$ cat src/rtl/qspi_framebuffer_writer_pkg.sv
// Shared definitions for the QSPI framebuffer write path: state encoding,
// command opcode, address width and the two-clock nibble phase convention
// that the VGA framebuffer reader uses as well.
package qspi_framebuffer_writer_pkg;

   typedef enum logic [2:0] {
      StIdle,
      StReq,
      StCmd,
      StAddr,
      StData,
      StGap
   } wr_state_e;

   localparam logic [7:0]  CMD_WRITE_DEF = 8'h38;
   localparam int unsigned ADDR_W        = 24;
   localparam int unsigned CMD_NIBS      = 2;
   localparam int unsigned ADDR_NIBS     = ADDR_W / 4;

   // Each nibble occupies two clk cycles: A launches dout with sck low,
   // B raises sck so the RAM samples on the rising edge.
   localparam logic PHASE_A = 1'b0;
   localparam logic PHASE_B = 1'b1;

   // Nibble idx of a 24-bit address, idx 0 being the most significant.
   function automatic logic [3:0] addr_nibble(input logic [ADDR_W-1:0] addr,
                                              input logic [2:0]        idx);
      logic [3:0] nib;
      nib = 4'h0;
      case (idx)
         3'd0:    nib = addr[23:20];
         3'd1:    nib = addr[19:16];
         3'd2:    nib = addr[15:12];
         3'd3:    nib = addr[11:8];
         3'd4:    nib = addr[7:4];
         3'd5:    nib = addr[3:0];
         default: nib = 4'h0;
      endcase
      return nib;
   endfunction

endpackage

$ cat src/rtl/qspi_framebuffer_writer_pixel_fifo.sv
// Synchronous pixel FIFO with occupancy count. DEPTH must be a power of two so
// the pointers wrap naturally and full is simply the top bit of the count.
module qspi_framebuffer_writer_pixel_fifo #(
   parameter int unsigned DEPTH = 32,
   parameter int unsigned WIDTH = 4
) (
   input  logic                   clk,
   input  logic                   rst_n,
   input  logic                   push,
   input  logic [WIDTH-1:0]       wdata,
   input  logic                   pop,
   output logic [WIDTH-1:0]       rdata,
   output logic                   full,
   output logic                   empty,
   output logic [$clog2(DEPTH):0] count
);

   localparam int unsigned PTR_W = $clog2(DEPTH);

   logic [WIDTH-1:0] mem_q [DEPTH];
   logic [PTR_W-1:0] wr_ptr_q;
   logic [PTR_W-1:0] rd_ptr_q;
   logic [PTR_W:0]   count_q;
   logic             do_push;
   logic             do_pop;

   assign do_push = push & ~full;
   assign do_pop  = pop & ~empty;
   assign full    = count_q[PTR_W];
   assign empty   = (count_q == '0);
   assign count   = count_q;
   assign rdata   = mem_q[rd_ptr_q];

   // Storage array; contents are don't-care while empty, so no reset.
   always_ff @(posedge clk) begin
      if (do_push) begin
         mem_q[wr_ptr_q] <= wdata;
      end
   end

   // Pointers and occupancy; simultaneous push and pop leaves count unchanged.
   always_ff @(posedge clk) begin
      if (!rst_n) begin
         wr_ptr_q <= '0;
         rd_ptr_q <= '0;
         count_q  <= '0;
      end else begin
         if (do_push) begin
            wr_ptr_q <= wr_ptr_q + 1'b1;
         end
         if (do_pop) begin
            rd_ptr_q <= rd_ptr_q + 1'b1;
         end
         case ({do_push, do_pop})
            2'b10:   count_q <= count_q + 1'b1;
            2'b01:   count_q <= count_q - 1'b1;
            default: count_q <= count_q;
         endcase
      end
   end

endmodule

$ cat src/rtl/qspi_framebuffer_writer.sv
// Write side of the QSPI framebuffer. Buffers gray pixels from the fractal
// engine and, once the shared bus is granted, emits quad-mode write bursts:
// opcode, 24-bit byte address, then pixel nibbles (even pixel = high nibble).
module qspi_framebuffer_writer
   import qspi_framebuffer_writer_pkg::*;
#(
   parameter int unsigned FRAME_PIXELS = 76800,
   parameter int unsigned BURST_LEN    = 16,
   parameter int unsigned FIFO_DEPTH   = 32,
   parameter int unsigned CE_GAP       = 2,
   parameter logic [7:0]  CMD_WRITE    = CMD_WRITE_DEF
) (
   input  logic       clk,
   input  logic       rst_n,
   input  logic       pix_valid,
   output logic       pix_ready,
   input  logic [3:0] pix_data,
   input  logic       flush,
   input  logic       reset_ptr,
   output logic       bus_req,
   input  logic       bus_grant,
   output logic       qspi_sck,
   output logic       qspi_ce_n,
   output logic [3:0] qspi_dout,
   output logic [3:0] qspi_oe,
   output logic       busy,
   output logic       frame_done
);

   localparam int unsigned PTR_W = $clog2(FRAME_PIXELS);
   localparam int unsigned CNT_W = $clog2(FIFO_DEPTH) + 1;
   localparam int unsigned LEN_W = $clog2(BURST_LEN + 1);
   localparam int unsigned NIB_W = $clog2(BURST_LEN + ADDR_NIBS + CE_GAP + 1);

   wr_state_e         state_q, state_d;
   logic [NIB_W-1:0]  nib_q, nib_d;
   logic              phase_q, phase_d;
   logic [LEN_W-1:0]  len_q, len_d;
   logic [LEN_W-1:0]  real_q, real_d;
   logic [PTR_W-1:0]  ptr_q, ptr_d;
   logic [3:0]        hold_q, hold_d;
   logic              flush_pend_q, flush_pend_d;
   logic              rptr_pend_q, rptr_pend_d;
   logic              frame_done_q, frame_done_d;

   logic              fifo_push;
   logic              fifo_pop;
   logic [3:0]        fifo_rdata;
   logic              fifo_full;
   logic              fifo_empty;
   logic [CNT_W-1:0]  fifo_count;

   logic [31:0]       avail;
   logic [31:0]       room;
   logic [31:0]       take;
   logic [31:0]       adv;
   logic              wrap;
   logic              start;
   logic              nib_is_real;
   logic [3:0]        data_a;
   logic [ADDR_W-1:0] byte_addr;

   assign pix_ready  = ~fifo_full;
   assign fifo_push  = pix_valid & pix_ready;
   assign busy       = (state_q != StIdle) | ~fifo_empty;
   assign bus_req    = state_q inside {StReq, StCmd, StAddr, StData};
   assign frame_done = frame_done_q;

   // Two pixels per byte, so the byte address is the pixel pointer halved.
   assign byte_addr = {{(ADDR_W - PTR_W + 1){1'b0}}, ptr_q[PTR_W-1:1]};

   // Slots beyond the real pixel count are the pad nibble of an odd flush.
   assign nib_is_real = 32'(nib_q) < 32'(real_q);
   assign data_a      = nib_is_real ? fifo_rdata : 4'h0;

   qspi_framebuffer_writer_pixel_fifo #(
      .DEPTH (FIFO_DEPTH),
      .WIDTH (4)
   ) u_pixel_fifo (
      .clk   (clk),
      .rst_n (rst_n),
      .push  (fifo_push),
      .wdata (pix_data),
      .pop   (fifo_pop),
      .rdata (fifo_rdata),
      .full  (fifo_full),
      .empty (fifo_empty),
      .count (fifo_count)
   );

   // State and datapath registers, synchronous active-low reset.
   always_ff @(posedge clk) begin
      if (!rst_n) begin
         state_q      <= StIdle;
         nib_q        <= '0;
         phase_q      <= PHASE_A;
         len_q        <= '0;
         real_q       <= '0;
         ptr_q        <= '0;
         hold_q       <= 4'h0;
         flush_pend_q <= 1'b0;
         rptr_pend_q  <= 1'b0;
         frame_done_q <= 1'b0;
      end else begin
         state_q      <= state_d;
         nib_q        <= nib_d;
         phase_q      <= phase_d;
         len_q        <= len_d;
         real_q       <= real_d;
         ptr_q        <= ptr_d;
         hold_q       <= hold_d;
         flush_pend_q <= flush_pend_d;
         rptr_pend_q  <= rptr_pend_d;
         frame_done_q <= frame_done_d;
      end
   end

   // Burst sequencing, length selection, pointer advance/wrap and pending requests.
   always_comb begin
      state_d      = state_q;
      nib_d        = nib_q;
      phase_d      = phase_q;
      len_d        = len_q;
      real_d       = real_q;
      ptr_d        = ptr_q;
      hold_d       = hold_q;
      flush_pend_d = flush_pend_q | flush;
      rptr_pend_d  = rptr_pend_q;
      frame_done_d = 1'b0;
      fifo_pop     = 1'b0;

      // Burst length: what is buffered, capped by BURST_LEN and by the frame end.
      avail = 32'(fifo_count);
      room  = FRAME_PIXELS - 32'(ptr_q);
      take  = (avail > BURST_LEN) ? BURST_LEN : avail;
      if (take > room) begin
         take = room;
      end
      start = (avail >= BURST_LEN) || (flush_pend_q && (avail != 32'd0));

      adv  = 32'(ptr_q) + 32'(len_q);
      wrap = (adv >= FRAME_PIXELS);
      if (wrap) begin
         adv = adv - FRAME_PIXELS;
      end

      if ((state_q == StIdle) && (avail == 32'd0)) begin
         flush_pend_d = 1'b0;
      end
      // Once the bus is owned the address is committed; defer pointer resets.
      if (reset_ptr && (state_q inside {StCmd, StAddr, StData, StGap})) begin
         rptr_pend_d = 1'b1;
      end

      unique case (state_q)
         StIdle: begin
            if (reset_ptr) begin
               ptr_d = '0;
            end
            if (start) begin
               state_d = StReq;
               real_d  = LEN_W'(take);
               len_d   = LEN_W'(take + {31'b0, take[0]});
            end
         end
         StReq: begin
            if (reset_ptr) begin
               ptr_d = '0;
            end
            if (bus_grant) begin
               state_d = StCmd;
               nib_d   = '0;
               phase_d = PHASE_A;
            end
         end
         StCmd: begin
            phase_d = ~phase_q;
            if (phase_q == PHASE_B) begin
               if (32'(nib_q) == CMD_NIBS - 1) begin
                  state_d = StAddr;
                  nib_d   = '0;
               end else begin
                  nib_d = nib_q + 1'b1;
               end
            end
         end
         StAddr: begin
            phase_d = ~phase_q;
            if (phase_q == PHASE_B) begin
               if (32'(nib_q) == ADDR_NIBS - 1) begin
                  state_d = StData;
                  nib_d   = '0;
               end else begin
                  nib_d = nib_q + 1'b1;
               end
            end
         end
         StData: begin
            phase_d = ~phase_q;
            if (phase_q == PHASE_A) begin
               hold_d   = data_a;
               fifo_pop = nib_is_real;
            end else if (32'(nib_q) + 32'd1 == 32'(len_q)) begin
               state_d      = StGap;
               nib_d        = '0;
               ptr_d        = PTR_W'(adv);
               frame_done_d = wrap;
            end else begin
               nib_d = nib_q + 1'b1;
            end
         end
         StGap: begin
            if (32'(nib_q) == CE_GAP - 1) begin
               state_d     = StIdle;
               nib_d       = '0;
               rptr_pend_d = 1'b0;
               if (rptr_pend_q || reset_ptr) begin
                  ptr_d = '0;
               end
            end else begin
               nib_d = nib_q + 1'b1;
            end
         end
         default: state_d = StIdle;
      endcase
   end

   // QSPI pin drive, decoded from the current state and nibble phase.
   always_comb begin
      qspi_ce_n = 1'b1;
      qspi_sck  = 1'b0;
      qspi_dout = 4'h0;
      qspi_oe   = 4'h0;
      unique case (state_q)
         StCmd: begin
            qspi_ce_n = 1'b0;
            qspi_sck  = phase_q;
            qspi_oe   = 4'hF;
            qspi_dout = (nib_q == '0) ? CMD_WRITE[7:4] : CMD_WRITE[3:0];
         end
         StAddr: begin
            qspi_ce_n = 1'b0;
            qspi_sck  = phase_q;
            qspi_oe   = 4'hF;
            qspi_dout = addr_nibble(byte_addr, nib_q[2:0]);
         end
         StData: begin
            qspi_ce_n = 1'b0;
            qspi_sck  = phase_q;
            qspi_oe   = 4'hF;
            qspi_dout = (phase_q == PHASE_A) ? data_a : hold_q;
         end
         default: begin
            qspi_ce_n = 1'b1;
         end
      endcase
   end

endmodule

$ cat config.mk
export PLATFORM = sky130hd
export DESIGN_NAME = qspi_framebuffer_writer
export DESIGN_NICKNAME = d
export VERILOG_FILES = /design/src/rtl/qspi_framebuffer_writer_pkg.sv /design/src/rtl/qspi_framebuffer_writer_pixel_fifo.sv /design/src/rtl/qspi_framebuffer_writer.sv
export SDC_FILE = /design/constraint.sdc
export NUM_CORES = 1
export LEC_CHECK = 0
export BUFFER_PORTS_ARGS = -buffer_cell sky130_fd_sc_hd__buf_2
export CAP_MARGIN = 20
export CORE_MARGIN = 2
export CORE_UTILIZATION = 25
export DETAILED_ROUTE_END_ITERATION = 8
export GPL_TIMING_DRIVEN = 0
export PLACE_DENSITY = 0.4
export REMOVE_ABC_BUFFERS = 1
export SLEW_MARGIN = 20
export SYNTH_ARGS = -nofsm -noshare
export SYNTH_HDL_FRONTEND = slang
export SYNTH_HIERARCHICAL = 1
export SYNTH_SLANG_ARGS = --single-unit
export TNS_END_PERCENT = 30
$ cat constraint.sdc
create_clock -name clk -period 6.55 [get_ports clk]
set_input_delay 0.9825 -clock clk [delete_from_list [all_inputs] [get_ports clk]]
set_output_delay 0.9825 -clock clk [all_outputs]
set_load 0.02 [all_outputs]
==> impl_metrics.py <==
metrics = {
    "timing": {
        "fin_crit_ps": 4120,
        "grt_setup_unrepaired": "no",
        "final.setup_skew_ps": 16.6,
        "setup-violations-final": 0,
        "fmax_ghz": 0.243,
        "sum_of_negative_setup_slack_ps": 0,
        "timing_hold_violations_final": 0,
        "slew-limit-headroom_pct": 41.9,
        "max_slew.worst_pin.slew_ps": 870,
        "final_critical_path_setup_slack_ps": 2430,
        "final_max_slew_viol_count": 0,
        "timing.final.crit_share_pct": 62.9,
    },
    "pwr": {
        "largest_vdd_supply_drop_v": 0.000156,
        "totalPowerFinal_w": 0.00250,
        "cellPowerDensity_nw_per_um2": 227,
        "p_leak_nw": 3.59,
    },
    "synthesis": {
        "synth_largest_area_cell": "sky130_fd_sc_hd__edfxtp_1",
        "synth.yosys.seq_area_share_pct": 51.7,
        "netlist.area_leader.share_pct": 39.1,
        "ys.flop_type": "sky130_fd_sc_hd__edfxtp_1",
        "netlist_top_cells_area": "sky130_fd_sc_hd__edfxtp_1 (39%), sky130_fd_sc_hd__dfxtp_1 (13%), sky130_fd_sc_hd__ha_1 (4.3%)",
        "synth-async-reset-ratio_pct": 0,
        "ys_warn_count": 6,
        "combined_area_of_all_synthesized_cells_um2": 9830,
        "synth_cells": 899,
        "edff_count_synth": 128,
        "ys_ff_latch": 190,
        "netlist-cell-type-count": 81,
        "synth_area_per_cell_um2": 10.9,
    },
    "place": {
        "routabilityCongestion": 0.778,
        "io_buffer_count": 23,
        "post-place-ws_ps": 2480,
        "dpl.hpwl_um": 17100,
        "place_inst": 1392,
        "dpl_cell_area_um2": 10400,
    },
    "clock_tree": {
        "worst_setup_hold_path_clk_slew_ps": 70,
        "clock_tree.buffer_depth": 2,
        "clock_tree_from_tritoncts": "yes",
        "cts_max_level": 4,
        "cts.hold.buffers_added": 0,
        "clock-sinks": 190,
        "cts.root.buffer_cell": "sky130_fd_sc_hd__clkbuf_16",
        "cts_buffers": 17,
        "postCtsResizedCells": 0,
        "cts_setup_buffers": 0,
        "clkLatencyLatePin_ps": 440,
    },
    "floorplanning": {
        "floorplan.io_pins": 24,
        "fp.dieW_um": 202,
        "rows": 72,
        "die_y_um": 202,
        "floorplan.die_area_um2": 40900,
        "initial_core_util_pct": 25.4,
        "core_region_area_um2": 38700,
    },
    "global_routing": {
        "maximum_number_of_pins_on_one_net_before_global_route_repair": 41,
        "antenna_found_initial": 1,
        "gr-total-overflow": 0,
        "first_global_vias": 6766,
        "grt_first_pass_wirelength_um": 40200,
        "track_usage_pct": 12.6,
    },
    "worst_setup_path": {
        "timing.reg2reg.worst_path_depth": 18,
        "crit_path_cell_trace": "mux4_2 > a22o_1 > a221oi_1 > nand3_1 > nand2_1 > o2111ai_1 > buf_2",
        "worst_path_max_delay_cell": "sky130_fd_sc_hd__dfxtp_2",
        "crit_family": "flip-flops",
        "worstSetupPathDepth": 7,
        "critPathArrivalTime_ps": 3140,
        "reg2reg_from": "ptr_q[1]$_SDFFE_PN0P_",
        "worst_setup_path_start_kind": "register",
        "worst_ep_required_time_ps": 5570,
        "max_stage_delay_ps": 780,
        "critical_path_peak_fanout": 20,
        "critPathCaptureType": "output port",
        "regToRegEndpoint": "len_q[4]$_SDFFE_PN0P_",
        "cp_num_buf_inv": 1,
        "critical_path_class": "register to output port",
        "ff2ff_setup_slack_ps": 2510,
    },
    "routing": {
        "remaining_drc_errors": 0,
        "detailroute.via_count": 6719,
        "totalWireLength_um": 24900,
        "detailedRoute.firstIterationViolations": 475,
        "antenna_violating_nets_post_route": 0,
        "detail_route.wl_per_cell_um": 17.5,
        "drt-pass1-iter-count": 4,
        "vias_per_cell": 4.72,
    },
    "hold_path": {
        "timing.hold.worst_endpoint": "real_q[0]$_SDFFE_PN0P_",
        "min_delay_path_class": "register to register",
        "min_from": "real_q[0]$_SDFFE_PN0P_",
        "hold-path-cell-count": 2,
    },
    "cells_and_area": {
        "layout-drive-gt1-share_pct": 10.9,
        "final_cells": 1424,
        "synthToLayoutAreaGrowth_pct": 12.1,
        "antennaDiodeCount": 0,
        "filler_cell_count": 4031,
        "final_nets": 938,
        "final_cell_area_um2": 11000,
    },
    "job": {
        "max_capacitance_violation_count": 0,
    },
    "status": {
        "status": "finished, final reports clean",
    },
}
[stage by stage]
step | hold WS, ps | utilization [%]
floorplan | 436 | -
global placement | 454 | 26.7
detailed placement | 465 | 26.9
CTS | 475 | 28.4
global route | 505 | 28.4
finish | 475 | 28.4
[cells in the final DEF, fill, tap and decap left out, types with 8 or more instances in the layout]
| master | count |
|---|---|
| sky130_fd_sc_hd__nand4_1 | 12 |
| sky130_fd_sc_hd__a211oi_1 | 13 |
| sky130_fd_sc_hd__dfxtp_1 | 60 |
| sky130_fd_sc_hd__a22oi_1 | 12 |
| sky130_fd_sc_hd__a31oi_1 | 9 |
| sky130_fd_sc_hd__nor3_1 | 10 |
| sky130_fd_sc_hd__or3_1 | 12 |
| sky130_fd_sc_hd__clkbuf_16 | 17 |
| sky130_fd_sc_hd__a21oi_1 | 50 |
| sky130_fd_sc_hd__edfxtp_1 | 128 |
| sky130_fd_sc_hd__buf_2 | 23 |
| sky130_fd_sc_hd__and2_1 | 13 |
| sky130_fd_sc_hd__nor2b_1 | 8 |
| sky130_fd_sc_hd__nand3_1 | 38 |
| sky130_fd_sc_hd__o21ai_0 | 26 |
| sky130_fd_sc_hd__nand2_1 | 71 |
| sky130_fd_sc_hd__xor2_1 | 22 |
| sky130_fd_sc_hd__mux2i_1 | 42 |
| sky130_fd_sc_hd__ha_1 | 34 |
| sky130_fd_sc_hd__nand2b_1 | 10 |
| sky130_fd_sc_hd__inv_1 | 33 |
| sky130_fd_sc_hd__nor2_1 | 95 |
| sky130_fd_sc_hd__mux4_2 | 16 |
| sky130_fd_sc_hd__xnor2_1 | 17 |
[how the worst max path moves through the flow]
| stage | end | from | slack (ps) |
|---|---|---|---|
| final | qspi_dout[0] | register | 2430 |
| after floorplan | u_pixel_fifo/count[4]$_SDFFE_PN0P_ | nib_q[2]$_SDFFE_PN0P_ | 2550 |
| after global placement | qspi_dout[0] | register | 1460 |
| after CTS | qspi_dout[0] | register | 2380 |
| after global routing | u_pixel_fifo/count[4]$_SDFFE_PN0P_ | state_q[0]$_SDFFE_PN0P_ | 2090 |
| after detailed placement | u_pixel_fifo/count[4]$_SDFFE_PN0P_ | state_q[1]$_SDFFE_PN0P_ | 2480 |
[synthesized netlist by cell type (3+ instances only)]
| cell type | count |
|---|---|
| sky130_fd_sc_hd__nor3_1 | 11 |
| sky130_fd_sc_hd__o2111ai_1 | 4 |
| sky130_fd_sc_hd__mux2i_1 | 42 |
| sky130_fd_sc_hd__nand2b_1 | 10 |
| sky130_fd_sc_hd__a221oi_1 | 6 |
| sky130_fd_sc_hd__nand3_1 | 38 |
| sky130_fd_sc_hd__a31oi_1 | 9 |
| sky130_fd_sc_hd__nand4_1 | 12 |
| sky130_fd_sc_hd__o31ai_1 | 6 |
| sky130_fd_sc_hd__o21ai_0 | 26 |
| sky130_fd_sc_hd__mux4_2 | 16 |
| sky130_fd_sc_hd__buf_4 | 4 |
| sky130_fd_sc_hd__o221a_2 | 3 |
| sky130_fd_sc_hd__a21o_1 | 7 |
| sky130_fd_sc_hd__inv_1 | 33 |
| sky130_fd_sc_hd__and2_1 | 13 |
| sky130_fd_sc_hd__ha_1 | 34 |
| sky130_fd_sc_hd__a211oi_1 | 13 |
| sky130_fd_sc_hd__nand3b_1 | 5 |
| sky130_fd_sc_hd__buf_2 | 8 |
| sky130_fd_sc_hd__o211ai_1 | 4 |
| sky130_fd_sc_hd__nor2_1 | 95 |
| sky130_fd_sc_hd__a31o_2 | 3 |
| sky130_fd_sc_hd__nand2_1 | 71 |
| sky130_fd_sc_hd__a21oi_1 | 50 |
| sky130_fd_sc_hd__buf_1 | 5 |
| sky130_fd_sc_hd__o22ai_1 | 6 |
| sky130_fd_sc_hd__clkbuf_1 | 30 |
| sky130_fd_sc_hd__and3_1 | 7 |
| sky130_fd_sc_hd__xor2_1 | 22 |
| sky130_fd_sc_hd__a22o_1 | 7 |
| sky130_fd_sc_hd__edfxtp_1 | 128 |
| sky130_fd_sc_hd__a22oi_1 | 12 |
| sky130_fd_sc_hd__buf_6 | 3 |
| sky130_fd_sc_hd__or3_1 | 12 |
| sky130_fd_sc_hd__dfxtp_1 | 62 |
| sky130_fd_sc_hd__xnor2_1 | 17 |
| sky130_fd_sc_hd__nor2b_1 | 8 |
[state kept, by name, indices dropped and copies added, names as in the netlist, named ones only]
| name | count |
|---|---|
| u_pixel_fifo/wr_ptr_q | 5 |
| len_q | 4 |
| flush_pend_q | 1 |
| real_q | 5 |
| rptr_pend_q | 1 |
| ptr_q | 16 |
| nib_q | 5 |
| frame_done | 1 |
| phase_q | 1 |
| state_q | 3 |
| u_pixel_fifo/mem_q | 128 |
| u_pixel_fifo/count | 6 |
| hold_q | 4 |
| u_pixel_fifo/rd_ptr_q | 5 |
[routing by layer]
metal	vias up	GRT usage, %	wire length (um)
li1	3346	-	-
met1	3254	18.2	12500
met2	104	19.8	11300
met3	13	2.00	797
met4	2	3.05	242
met5	-	0	8
[final cells by class]
class,instances,area (um^2),share of cell area [%]
clock buffers,17,425,3.86
clock inverters,15,183,1.66
inverters,33,124,1.12
multi-input cells,625,4390,39.9
flip-flops and latches,190,5090,46.2
well taps,518,648,5.88
repair buffers,26,158,1.43
[worst reg2reg max path, cell delays in order, from the launching register on]
cell and delay [ps]:
sky130_fd_sc_hd__dfxtp_1 440, sky130_fd_sc_hd__inv_1 210, sky130_fd_sc_hd__ha_1 240, sky130_fd_sc_hd__inv_1 80, sky130_fd_sc_hd__or3_1 330, sky130_fd_sc_hd__xnor2_1 150
sky130_fd_sc_hd__ha_1 310, sky130_fd_sc_hd__and3_1 180, sky130_fd_sc_hd__a221oi_1 260, sky130_fd_sc_hd__a211oi_1 90, sky130_fd_sc_hd__and3_1 230, sky130_fd_sc_hd__a31oi_1 370
sky130_fd_sc_hd__and2_1 230, sky130_fd_sc_hd__ha_1 220, sky130_fd_sc_hd__nand2_1 70, sky130_fd_sc_hd__nor2_1 110, sky130_fd_sc_hd__xor2_1 90, sky130_fd_sc_hd__o211ai_1 190
sky130_fd_sc_hd__a21oi_1 80
[where the power goes]
part / leakage [nW] / switching [W] / total, W / internal (W)
Combinational: 1.64 / 0.0000814 / 0.000118 / 0.0000366
Sequential: 1.65 / 0.0000172 / 0.00131 / 0.00129
Clock: 0.302 / 0.000520 / 0.00107 / 0.000552
[cells by family after synthesis]
kind of cell,count (synthesis),share of synthesized area [%]
buffers and inverters,84,3.70
other,1,0.0381
DFF,190,51.7
muxes,59,8.08
xor gates and xnor gates,39,3.47
adders and majority gates,35,4.53
and+or+nand+nor,300,14.9
AOI/OAI and AO/OA,191,13.6
No activity file was read; power rests on OpenSTA's default activity.
